$ cat src/rtl/mem_stage_if.sv
// Data-memory req/ack port between the memory stage (master) and data memory (slave).
interface mem_stage_if;
  logic        dmem_req;
  logic        dmem_we;
  logic [31:0] dmem_addr;
  logic [31:0] dmem_wdata;
  logic [31:0] dmem_rdata;
  logic        dmem_ack;

  modport master (
    output dmem_req, dmem_we, dmem_addr, dmem_wdata,
    input  dmem_rdata, dmem_ack
  );

  modport slave (
    input  dmem_req, dmem_we, dmem_addr, dmem_wdata,
    output dmem_rdata, dmem_ack
  );
endinterface

$ cat src/rtl/mem_stage.sv
// MIPS memory-access stage: captures execute results, resolves taken branches,
// runs loads/stores over a variable-latency req/ack port and emits one
// registered write-back beat per instruction.
module mem_stage #(
  parameter int unsigned TIMEOUT = 16
) (
  input  logic        clk,
  input  logic        rst,
  input  logic        ex_valid_i,
  output logic        ex_ready_o,
  input  logic        branch_i,
  input  logic        mem_read_i,
  input  logic        mem_write_i,
  input  logic        mem_to_reg_i,
  input  logic        reg_write_i,
  input  logic [31:0] alu_res_i,
  input  logic        alu_zero_i,
  input  logic [31:0] pc_branch_i,
  input  logic [31:0] rt_data_i,
  input  logic [4:0]  write_reg_i,
  mem_stage_if.master dmem,
  output logic        pc_src_o,
  output logic [31:0] pc_target_o,
  output logic        wb_valid_o,
  output logic        wb_reg_write_o,
  output logic [4:0]  wb_write_reg_o,
  output logic [31:0] wb_data_o,
  output logic        mem_err_o
);

  localparam int unsigned CNT_W  = 8;
  localparam int unsigned DATA_W = 32;
  localparam int unsigned REG_W  = 5;

  typedef enum logic {IDLE, ACCESS} state_t;

  state_t              state_q, state_d;
  logic [CNT_W-1:0]    cnt_q, cnt_d;
  logic [DATA_W-1:0]   addr_q, addr_d;
  logic [DATA_W-1:0]   wdata_q, wdata_d;
  logic                we_q, we_d;
  logic                m2r_q, m2r_d;
  logic                rw_q, rw_d;
  logic [REG_W-1:0]    wreg_q, wreg_d;
  logic                ex_ready_q, ex_ready_d;
  logic                req_q, req_d;
  logic                pc_src_q, pc_src_d;
  logic [DATA_W-1:0]   pc_target_q, pc_target_d;
  logic                wb_valid_q, wb_valid_d;
  logic                wb_reg_write_q, wb_reg_write_d;
  logic [REG_W-1:0]    wb_write_reg_q, wb_write_reg_d;
  logic [DATA_W-1:0]   wb_data_q, wb_data_d;
  logic                mem_err_q, mem_err_d;
  logic                is_mem;

  // Memory op only when not a branch; mem_write wins over mem_read.
  assign is_mem = ~branch_i & (mem_read_i | mem_write_i);

  // State and output registers; dmem_req drops asynchronously with rst.
  always_ff @(posedge clk or posedge rst) begin
    if (rst) begin
      state_q        <= IDLE;
      cnt_q          <= '0;
      addr_q         <= '0;
      wdata_q        <= '0;
      we_q           <= 1'b0;
      m2r_q          <= 1'b0;
      rw_q           <= 1'b0;
      wreg_q         <= '0;
      ex_ready_q     <= 1'b1;
      req_q          <= 1'b0;
      pc_src_q       <= 1'b0;
      pc_target_q    <= '0;
      wb_valid_q     <= 1'b0;
      wb_reg_write_q <= 1'b0;
      wb_write_reg_q <= '0;
      wb_data_q      <= '0;
      mem_err_q      <= 1'b0;
    end else begin
      state_q        <= state_d;
      cnt_q          <= cnt_d;
      addr_q         <= addr_d;
      wdata_q        <= wdata_d;
      we_q           <= we_d;
      m2r_q          <= m2r_d;
      rw_q           <= rw_d;
      wreg_q         <= wreg_d;
      ex_ready_q     <= ex_ready_d;
      req_q          <= req_d;
      pc_src_q       <= pc_src_d;
      pc_target_q    <= pc_target_d;
      wb_valid_q     <= wb_valid_d;
      wb_reg_write_q <= wb_reg_write_d;
      wb_write_reg_q <= wb_write_reg_d;
      wb_data_q      <= wb_data_d;
      mem_err_q      <= mem_err_d;
    end
  end

  // Next-state and write-back decode.
  always_comb begin
    state_d        = state_q;
    cnt_d          = cnt_q;
    addr_d         = addr_q;
    wdata_d        = wdata_q;
    we_d           = we_q;
    m2r_d          = m2r_q;
    rw_d           = rw_q;
    wreg_d         = wreg_q;
    pc_src_d       = 1'b0;
    pc_target_d    = pc_target_q;
    wb_valid_d     = 1'b0;
    wb_reg_write_d = wb_reg_write_q;
    wb_write_reg_d = wb_write_reg_q;
    wb_data_d      = wb_data_q;
    mem_err_d      = 1'b0;

    case (state_q)
      IDLE: begin
        if (ex_valid_i) begin
          if (is_mem) begin
            if (alu_res_i[1:0] != 2'b00) begin
              wb_valid_d     = 1'b1;
              mem_err_d      = 1'b1;
              wb_reg_write_d = 1'b0;
              wb_write_reg_d = write_reg_i;
            end else begin
              addr_d  = {alu_res_i[31:2], 2'b00};
              wdata_d = rt_data_i;
              we_d    = mem_write_i;
              m2r_d   = mem_to_reg_i;
              rw_d    = reg_write_i;
              wreg_d  = write_reg_i;
              cnt_d   = '0;
              state_d = ACCESS;
            end
          end else begin
            wb_valid_d     = 1'b1;
            wb_data_d      = alu_res_i;
            wb_reg_write_d = reg_write_i & ~branch_i;
            wb_write_reg_d = write_reg_i;
            pc_src_d       = branch_i & alu_zero_i;
            pc_target_d    = pc_branch_i;
          end
        end
      end
      ACCESS: begin
        if (dmem.dmem_ack) begin
          wb_valid_d     = 1'b1;
          wb_write_reg_d = wreg_q;
          if (we_q) begin
            wb_reg_write_d = 1'b0;
          end else begin
            wb_data_d      = m2r_q ? dmem.dmem_rdata : addr_q;
            wb_reg_write_d = rw_q;
          end
          state_d = IDLE;
        end else if (cnt_q == CNT_W'(TIMEOUT - 1)) begin
          wb_valid_d     = 1'b1;
          mem_err_d      = 1'b1;
          wb_reg_write_d = 1'b0;
          wb_write_reg_d = wreg_q;
          state_d        = IDLE;
        end else begin
          cnt_d = cnt_q + CNT_W'(1);
        end
      end
      default: state_d = IDLE;
    endcase

    // Register 0 is hardwired; never enable a write to it.
    wb_reg_write_d = wb_reg_write_d & (wb_write_reg_d != '0);
    ex_ready_d     = (state_d == IDLE);
    req_d          = (state_d == ACCESS);
  end

  assign ex_ready_o       = ex_ready_q;
  assign dmem.dmem_req    = req_q;
  assign dmem.dmem_we     = we_q;
  assign dmem.dmem_addr   = addr_q;
  assign dmem.dmem_wdata  = wdata_q;
  assign pc_src_o         = pc_src_q;
  assign pc_target_o      = pc_target_q;
  assign wb_valid_o       = wb_valid_q;
  assign wb_reg_write_o   = wb_reg_write_q;
  assign wb_write_reg_o   = wb_write_reg_q;
  assign wb_data_o        = wb_data_q;
  assign mem_err_o        = mem_err_q;

endmodule

$ cat src/flat_wrapper.sv
// flat-port wrapper written by rule: the top's interface ports become plain ports
module mem_stage_flat 
#(
  parameter int unsigned TIMEOUT = 16
)
  (clk, rst, ex_valid_i, ex_ready_o, branch_i, mem_read_i, mem_write_i, mem_to_reg_i, reg_write_i, alu_res_i, alu_zero_i, pc_branch_i, rt_data_i, write_reg_i, pc_src_o, pc_target_o, wb_valid_o, wb_reg_write_o, wb_write_reg_o, wb_data_o, mem_err_o, dmem_dmem_req, dmem_dmem_we, dmem_dmem_addr, dmem_dmem_wdata, dmem_dmem_rdata, dmem_dmem_ack);
  mem_stage_if dmem_i ();
  input  logic clk;
  input  logic rst;
  input  logic ex_valid_i;
  output logic ex_ready_o;
  input  logic branch_i;
  input  logic mem_read_i;
  input  logic mem_write_i;
  input  logic mem_to_reg_i;
  input  logic reg_write_i;
  input  logic [31:0] alu_res_i;
  input  logic alu_zero_i;
  input  logic [31:0] pc_branch_i;
  input  logic [31:0] rt_data_i;
  input  logic [4:0] write_reg_i;
  output logic pc_src_o;
  output logic [31:0] pc_target_o;
  output logic wb_valid_o;
  output logic wb_reg_write_o;
  output logic [4:0] wb_write_reg_o;
  output logic [31:0] wb_data_o;
  output logic mem_err_o;
  output wire logic [$bits(dmem_i.dmem_req)-1:0] dmem_dmem_req;
  output wire logic [$bits(dmem_i.dmem_we)-1:0] dmem_dmem_we;
  output wire logic [$bits(dmem_i.dmem_addr)-1:0] dmem_dmem_addr;
  output wire logic [$bits(dmem_i.dmem_wdata)-1:0] dmem_dmem_wdata;
  input wire logic [$bits(dmem_i.dmem_rdata)-1:0] dmem_dmem_rdata;
  input wire logic [$bits(dmem_i.dmem_ack)-1:0] dmem_dmem_ack;
  assign dmem_dmem_req = dmem_i.dmem_req;
  assign dmem_dmem_we = dmem_i.dmem_we;
  assign dmem_dmem_addr = dmem_i.dmem_addr;
  assign dmem_dmem_wdata = dmem_i.dmem_wdata;
  assign dmem_i.dmem_rdata = dmem_dmem_rdata;
  assign dmem_i.dmem_ack = dmem_dmem_ack;
  mem_stage #(.TIMEOUT(TIMEOUT)) u_core (.clk(clk), .rst(rst), .ex_valid_i(ex_valid_i), .ex_ready_o(ex_ready_o), .branch_i(branch_i), .mem_read_i(mem_read_i), .mem_write_i(mem_write_i), .mem_to_reg_i(mem_to_reg_i), .reg_write_i(reg_write_i), .alu_res_i(alu_res_i), .alu_zero_i(alu_zero_i), .pc_branch_i(pc_branch_i), .rt_data_i(rt_data_i), .write_reg_i(write_reg_i), .dmem(dmem_i), .pc_src_o(pc_src_o), .pc_target_o(pc_target_o), .wb_valid_o(wb_valid_o), .wb_reg_write_o(wb_reg_write_o), .wb_write_reg_o(wb_write_reg_o), .wb_data_o(wb_data_o), .mem_err_o(mem_err_o));
endmodule
$ cat config.mk
export PLATFORM = sky130hd
export DESIGN_NAME = mem_stage_flat
export DESIGN_NICKNAME = d
export VERILOG_FILES = /design/src/rtl/mem_stage_if.sv /design/src/rtl/mem_stage.sv /design/src/flat_wrapper.sv
export SDC_FILE = /design/constraint.sdc
export NUM_CORES = 1
export LEC_CHECK = 0
export ABC_AREA = 1
export CORE_MARGIN = 4
export CORE_UTILIZATION = 55
export DETAILED_ROUTE_END_ITERATION = 8
export DONT_BUFFER_PORTS = 1
export PLACE_DENSITY = 0.7
export SETUP_SLACK_MARGIN = 0.05
export SLEW_MARGIN = 0
export SYNTH_ARGS = -nofsm -noshare
export SYNTH_HDL_FRONTEND = slang
export SYNTH_SLANG_ARGS = --single-unit
export TNS_END_PERCENT = 5
$ cat constraint.sdc
create_clock -name clk -period 13.75 [get_ports clk]
set_input_delay 2.75 -clock clk [delete_from_list [all_inputs] [get_ports clk]]
set_output_delay 2.75 -clock clk [all_outputs]
set_load 0.05 [all_outputs]
[Yosys cells after proc, flatten, opt, wreduce, memory -nomap -nowiden]
Cells that the tools add are included.
Word-level totals
  register bits after elaboration: 153
  input port bits: 143
  output and inout bits: 140
  word-level logic and storage cells: 86
Operators by class
  add/subtract/negate cells: 1
  equality and inequality tests: 9
  multiplexer cells: 44
  bitwise logic cells: 10
  reductions and logical operators: 6
Operator list (count)
  two-way mux 32 bit: 5
  case mux 32 bit (2 select lines): 1
  two-way mux 8 bit: 5
  two-way mux 5 bit: 5
  two-way mux 1 bit: 22
  case mux 8 bit (2 select lines): 1
  inequality test 2 bit, second input constant: 7
  case mux 5 bit (2 select lines): 1
  adder 8 x 1 -> 8 bit, second input constant: 1
  equality test 8 x 4 -> 1 bit, second input constant: 1
  case mux 1 bit (2 select lines): 4
  AND reduction 4 bit: 2
  NOT 1 bit: 5
  AND reduction 5 bit: 1
  nonzero test 5 bit: 1
  AND 1 bit: 4
  AND reduction 3 bit: 1
  inequality test 2 x 1 -> 1 bit, second input constant: 1
  nonzero test 2 bit: 1
  OR 1 bit: 1

[Depth between registers and ports, before layout]
  word-level depth: 7
  gate-level depth with buffers: 11
  mapped depth without buffers: 11

[Worst setup path after synthesis]
Ideal clock, no wire load.
  kind: input to register
  start: input mem_read_i
  end: register u_core.pc_target_q[0] (netlist: u_core.pc_target_o[0])
  setup time: 0.125 ns
  arrival: 3.671 ns
  required time: 13.625 ns
  setup slack: 9.954 ns
  cell stages on the path: 6
  path buffers: 1
  cell sequence: inv_1 > a21oi_1 > nor2_1 > nand2_1 > buf_2 > mux2_2
On the way
  longest elaborated chain between the ends: 4
Ends and longest elaborated chain
  start, declared: line flat_wrapper.sv:13  | input logic mem_read_i;
  OR 1 bit: line mem_stage.sv:57  | assign is_mem = ~branch_i & (mem_read_i | mem_write_i);
  AND 1 bit: line mem_stage.sv:57
  NOT 1 bit (no source line)
  AND reduction 3 bit (no source line)
  end signal, assigned: line mem_stage.sv:91  | pc_target_q <= pc_target_d;
  end, declared: line mem_stage.sv:48  | logic [DATA_W-1:0] pc_target_q, pc_target_d;
Every way passes these cells.
A chain may end at the register's enable or synchronous reset.

[Worst setup path after layout]
  start: input mem_read_i
  end: register u_core.wb_data_q[23] (netlist: u_core.wb_data_o[23])
On the way
  longest elaborated chain between the ends: 4
Ends and longest elaborated chain
  OR 1 bit: line mem_stage.sv:57
  AND 1 bit: line mem_stage.sv:57
  inequality test 2 bit (no source line)
  AND reduction 4 bit (no source line)
  end signal, assigned: line mem_stage.sv:95  | wb_data_q <= wb_data_d;
  end, declared: line mem_stage.sv:52  | logic [DATA_W-1:0] wb_data_q, wb_data_d;
Every way passes these cells.

==> impl_results.rst <==
.. list-table::
   :header-rows: 1

   * - Metric
     - Value
   * - Outcome
     - finished, final reports clean
   * - WS Path Type
     - input pin to flip-flop
   * - Iteration count of the initial detailed-routing pass
     - 5
   * - Final hold vios
     - 0
   * - Non-filler instance count after layout
     - 858
   * - Startpoint of the most critical register-to-register path
     - u_core.state_q
   * - Via density
     - 5.63
   * - Antenna-violating nets left
     - 0
   * - Final number of max-transition violations
     - 0
   * - CP Data Required Time
     - 13980 ps
   * - Clock buffer count from CTS
     - 17
   * - NumNets Final
     - 846
   * - Total of fill cells in the finished design
     - 1031
   * - Die Span Y
     - 118 um
   * - Switching Fraction
     - 43.7%
   * - Internal
     - 843 uW
   * - Clock tree from TritonCTS
     - built
   * - Number of global-route vias before repair
     - 4872
   * - Yosys warning count
     - 0
   * - Pin count of the biggest net entering global routing
     - 101
   * - #FFs+latches synth
     - 153
   * - Worst relative slew slack
     - 26.0%
   * - WP data arrival
     - 4560 ps
   * - Setup TNS
     - 0 ps
   * - Flop2flop setup slack
     - 10500 ps
   * - N_diodes
     - 0
   * - Total wire length after detailed routing
     - 16500 um
   * - Category of the worst setup path launch point
     - input pin
   * - Most frequent cells in the layout
     - nand2_1, dfrtp_1, o21ai_0, nor2_1, inv_1
   * - Crit Reg-Reg Endpoint
     - u_core.cnt_q[5]
   * - Cell area after technology mapping
     - 6630 sq um
   * - Longest Clk Path Bufs
     - 2
   * - Area of the multi-input gates
     - 2360 sq um
   * - Initial standard-cell utilization of the core
     - 57.1%
   * - Number of top-level design ports
     - 283
   * - Capturing element type of the critical path
     - flip-flop
   * - Part of the Yosys area used for sequential elements
     - 57.7%
   * - Hold bufs inserted after CTS
     - 0
   * - Global-route wire length before repair
     - 26200 um
   * - Path category of the worst min-delay check
     - flip-flop to flip-flop
   * - Worst IR drop on VDD
     - 0.000105 V
   * - Number of levels in the clock H-tree
     - 4
   * - Worst slack on hold paths
     - 478 ps
   * - Clock power frac
     - 28.5%
   * - GRT Residual Overflow
     - 0
   * - Initial antenna violation count
     - 1
   * - Count of cells along the worst hold path
     - 2
   * - Estimated wirelength of the detail-placed design
     - 11700 um
   * - Skew-Pair Late Insertion Delay
     - 410 ps
   * - Number of enable-type register cells in the synthesized netlist
     - 0
   * - Cell at the root of the clock tree
     - clkbuf_16
   * - Resized Gates After CTS
     - 0
   * - Final period utilization
     - 31.5%
   * - Full die area
     - 13900 sq um
   * - Iteration-0 DRC Markers
     - 313
   * - Worst Hold End
     - u_core.wreg_q[3]
   * - Utilization of the core after routing
     - 61.7%
   * - Count of clock tree sinks
     - 153
   * - Placed Cells
     - 826
   * - Async S/R FF share, synth
     - 100%
   * - Shortest period the worst path allows
     - 4330 ps
   * - Worst min-delay path startpoint
     - u_core.wreg_q[3]
   * - Via Count
     - 4833
   * - Power per cell area
     - 209 nW/um^2
   * - Area added between synthesis and finish
     - 8.06%
   * - Comb pwr share
     - 10.2%
   * - F_max
     - 0.231 GHz
   * - Die X-Extent
     - 118 um
   * - Primary FF master, synth
     - dfrtp_1
   * - Final RePlAce weighted congestion
     - 0.859
   * - Flop pwr share
     - 61.2%
   * - Number of instances in the synthesized netlist
     - 719
   * - Clock edge transition at the registers on the reported setup and hold paths
     - 60 ps
   * - Number of rows created at floorplan
     - 39
   * - Final setup skew
     - 6.12 ps
   * - Drc violations
     - 0
   * - Post-CTS setup-driven buffer insertion count
     - 0
   * - Logic depth of the worst register-to-register path
     - 10
   * - Synth cell types
     - 34
   * - Unrepaired setup endpoints after global routing
     - false
   * - Leading cell type in the layout, fill and taps excluded
     - nand2_1
   * - MaxCap Viol Count
     - 0
   * - Leak Pwr
     - 3.38 nW
   * - Synthesized area divided by synthesized cell count
     - 9.22 sq um
   * - Core region area
     - 11600 sq um
   * - Buffers added on ports
     - 0
   * - Fraction of layout cells with a size suffix above 1
     - 12.0%
   * - Routed WL per cell
     - 19.2 um
   * - Sw power
     - 655 uW
   * - Worst Max-Slew Pin Slew
     - 1110 ps
   * - Overall global routing resource usage
     - 23.8%
   * - Total setup violations reported at the end of the flow
     - 0
   * - Maximum fanout along the worst path
     - 64
   * - Sequential cell area
     - 3830 sq um
power groups by stage:
stage | registers (mW) | logic (mW) | clock network, mW
2_1_floorplan | 0.898 | 0.129 | 0
3_3_place_gp | 0.925 | 0.145 | 0
3_5_place_dp | 0.927 | 0.155 | 0
4_1_cts | 0.919 | 0.155 | 0.435
5_1_grt | 0.929 | 0.179 | 0.459
6_report | 0.918 | 0.153 | 0.428
worst max path at each step:
stage	startpoint	end	slack, ps
4_1_cts	mem_read_i	u_core.wb_data_o[23]	9420
3_5_place_dp	mem_read_i	u_core.wb_data_o[23]	8990
5_1_grt	mem_read_i	u_core.wb_data_o[6]	9190
3_3_place_gp	mem_read_i	u_core.wb_data_o[9]	9120
2_1_floorplan	rst	u_core.cnt_q[0]	6880
6_report	mem_read_i	u_core.wb_data_o[23]	9420
kinds of logic after synthesis:
group | Yosys count | share of synthesized area, %
other cells | 1 | 0.0565
xor+xnor | 2 | 0.264
flops | 153 | 57.7
buf+inv | 100 | 6.79
fa+ha+maj | 1 | 0.189
mux | 32 | 5.43
compound gates | 148 | 11.9
simple gates | 282 | 17.6
metrics by stage:
stage	instance area [sq um]	total power, mW	worst slack [ps]
final	7170	1.50	9420
after detailed placement	6630	1.08	8990
after floorplan	6640	1.03	6880
after global routing	7170	1.57	9190
after CTS	7170	1.51	9420
after global placement	6630	1.07	9120
flip-flops by register name, summed over array words and instances (netlist names):
signal,count
u_core.mem_err_o,1
u_core.dmem.dmem_addr,30
u_core.wb_data_o,32
u_core.rw_q,1
u_core.wb_write_reg_o,5
u_core.pc_target_o,32
u_core.wb_reg_write_o,1
u_core.m2r_q,1
u_core.wb_valid_o,1
u_core.wreg_q,5
u_core.state_q,1
u_core.dmem.dmem_we,1
u_core.ex_ready_o,1
u_core.cnt_q,8
u_core.dmem.dmem_wdata,32
u_core.pc_src_o,1
critical path, stage by stage:
cell and delay, ps:
inv_1 40, a21oi_1 130, nor2_1 50, nand2_1 60, buf_4 370, nand2_2 720
nor2_1 330, a31oi_1 80
synthesized netlist by cell type, drive strengths merged, types with 9 or more instances:
master	number	area, sq um
nor2	60	283
nand3	15	92.6
inv	57	214
dfrtp	152	3800
a21oi	36	180
nand2	204	773
mux2	32	360
buf	33	199
a31oi	32	200
o21ai	77	385
clkbuf	9	33.8
cell type report:
type | count | share of cell area (%)
clock inverter | 11 | 1.41
timing repair buffer | 5 | 0.524
sequential | 153 | 53.4
multi-input combinational | 467 | 32.9
tap | 143 | 2.50
inverter | 58 | 3.11
clock buffer | 21 | 6.15
per-layer routing:
layer	share of wire (%)	GRT usage [%]	wire (um)
met5	0.042	0	7
met4	2.4	8.64	389
met3	12	11.4	1960
met2	49	38.4	8100
met1	37	27.7	6020
Note: power is estimated with default switching activity, not from simulation.
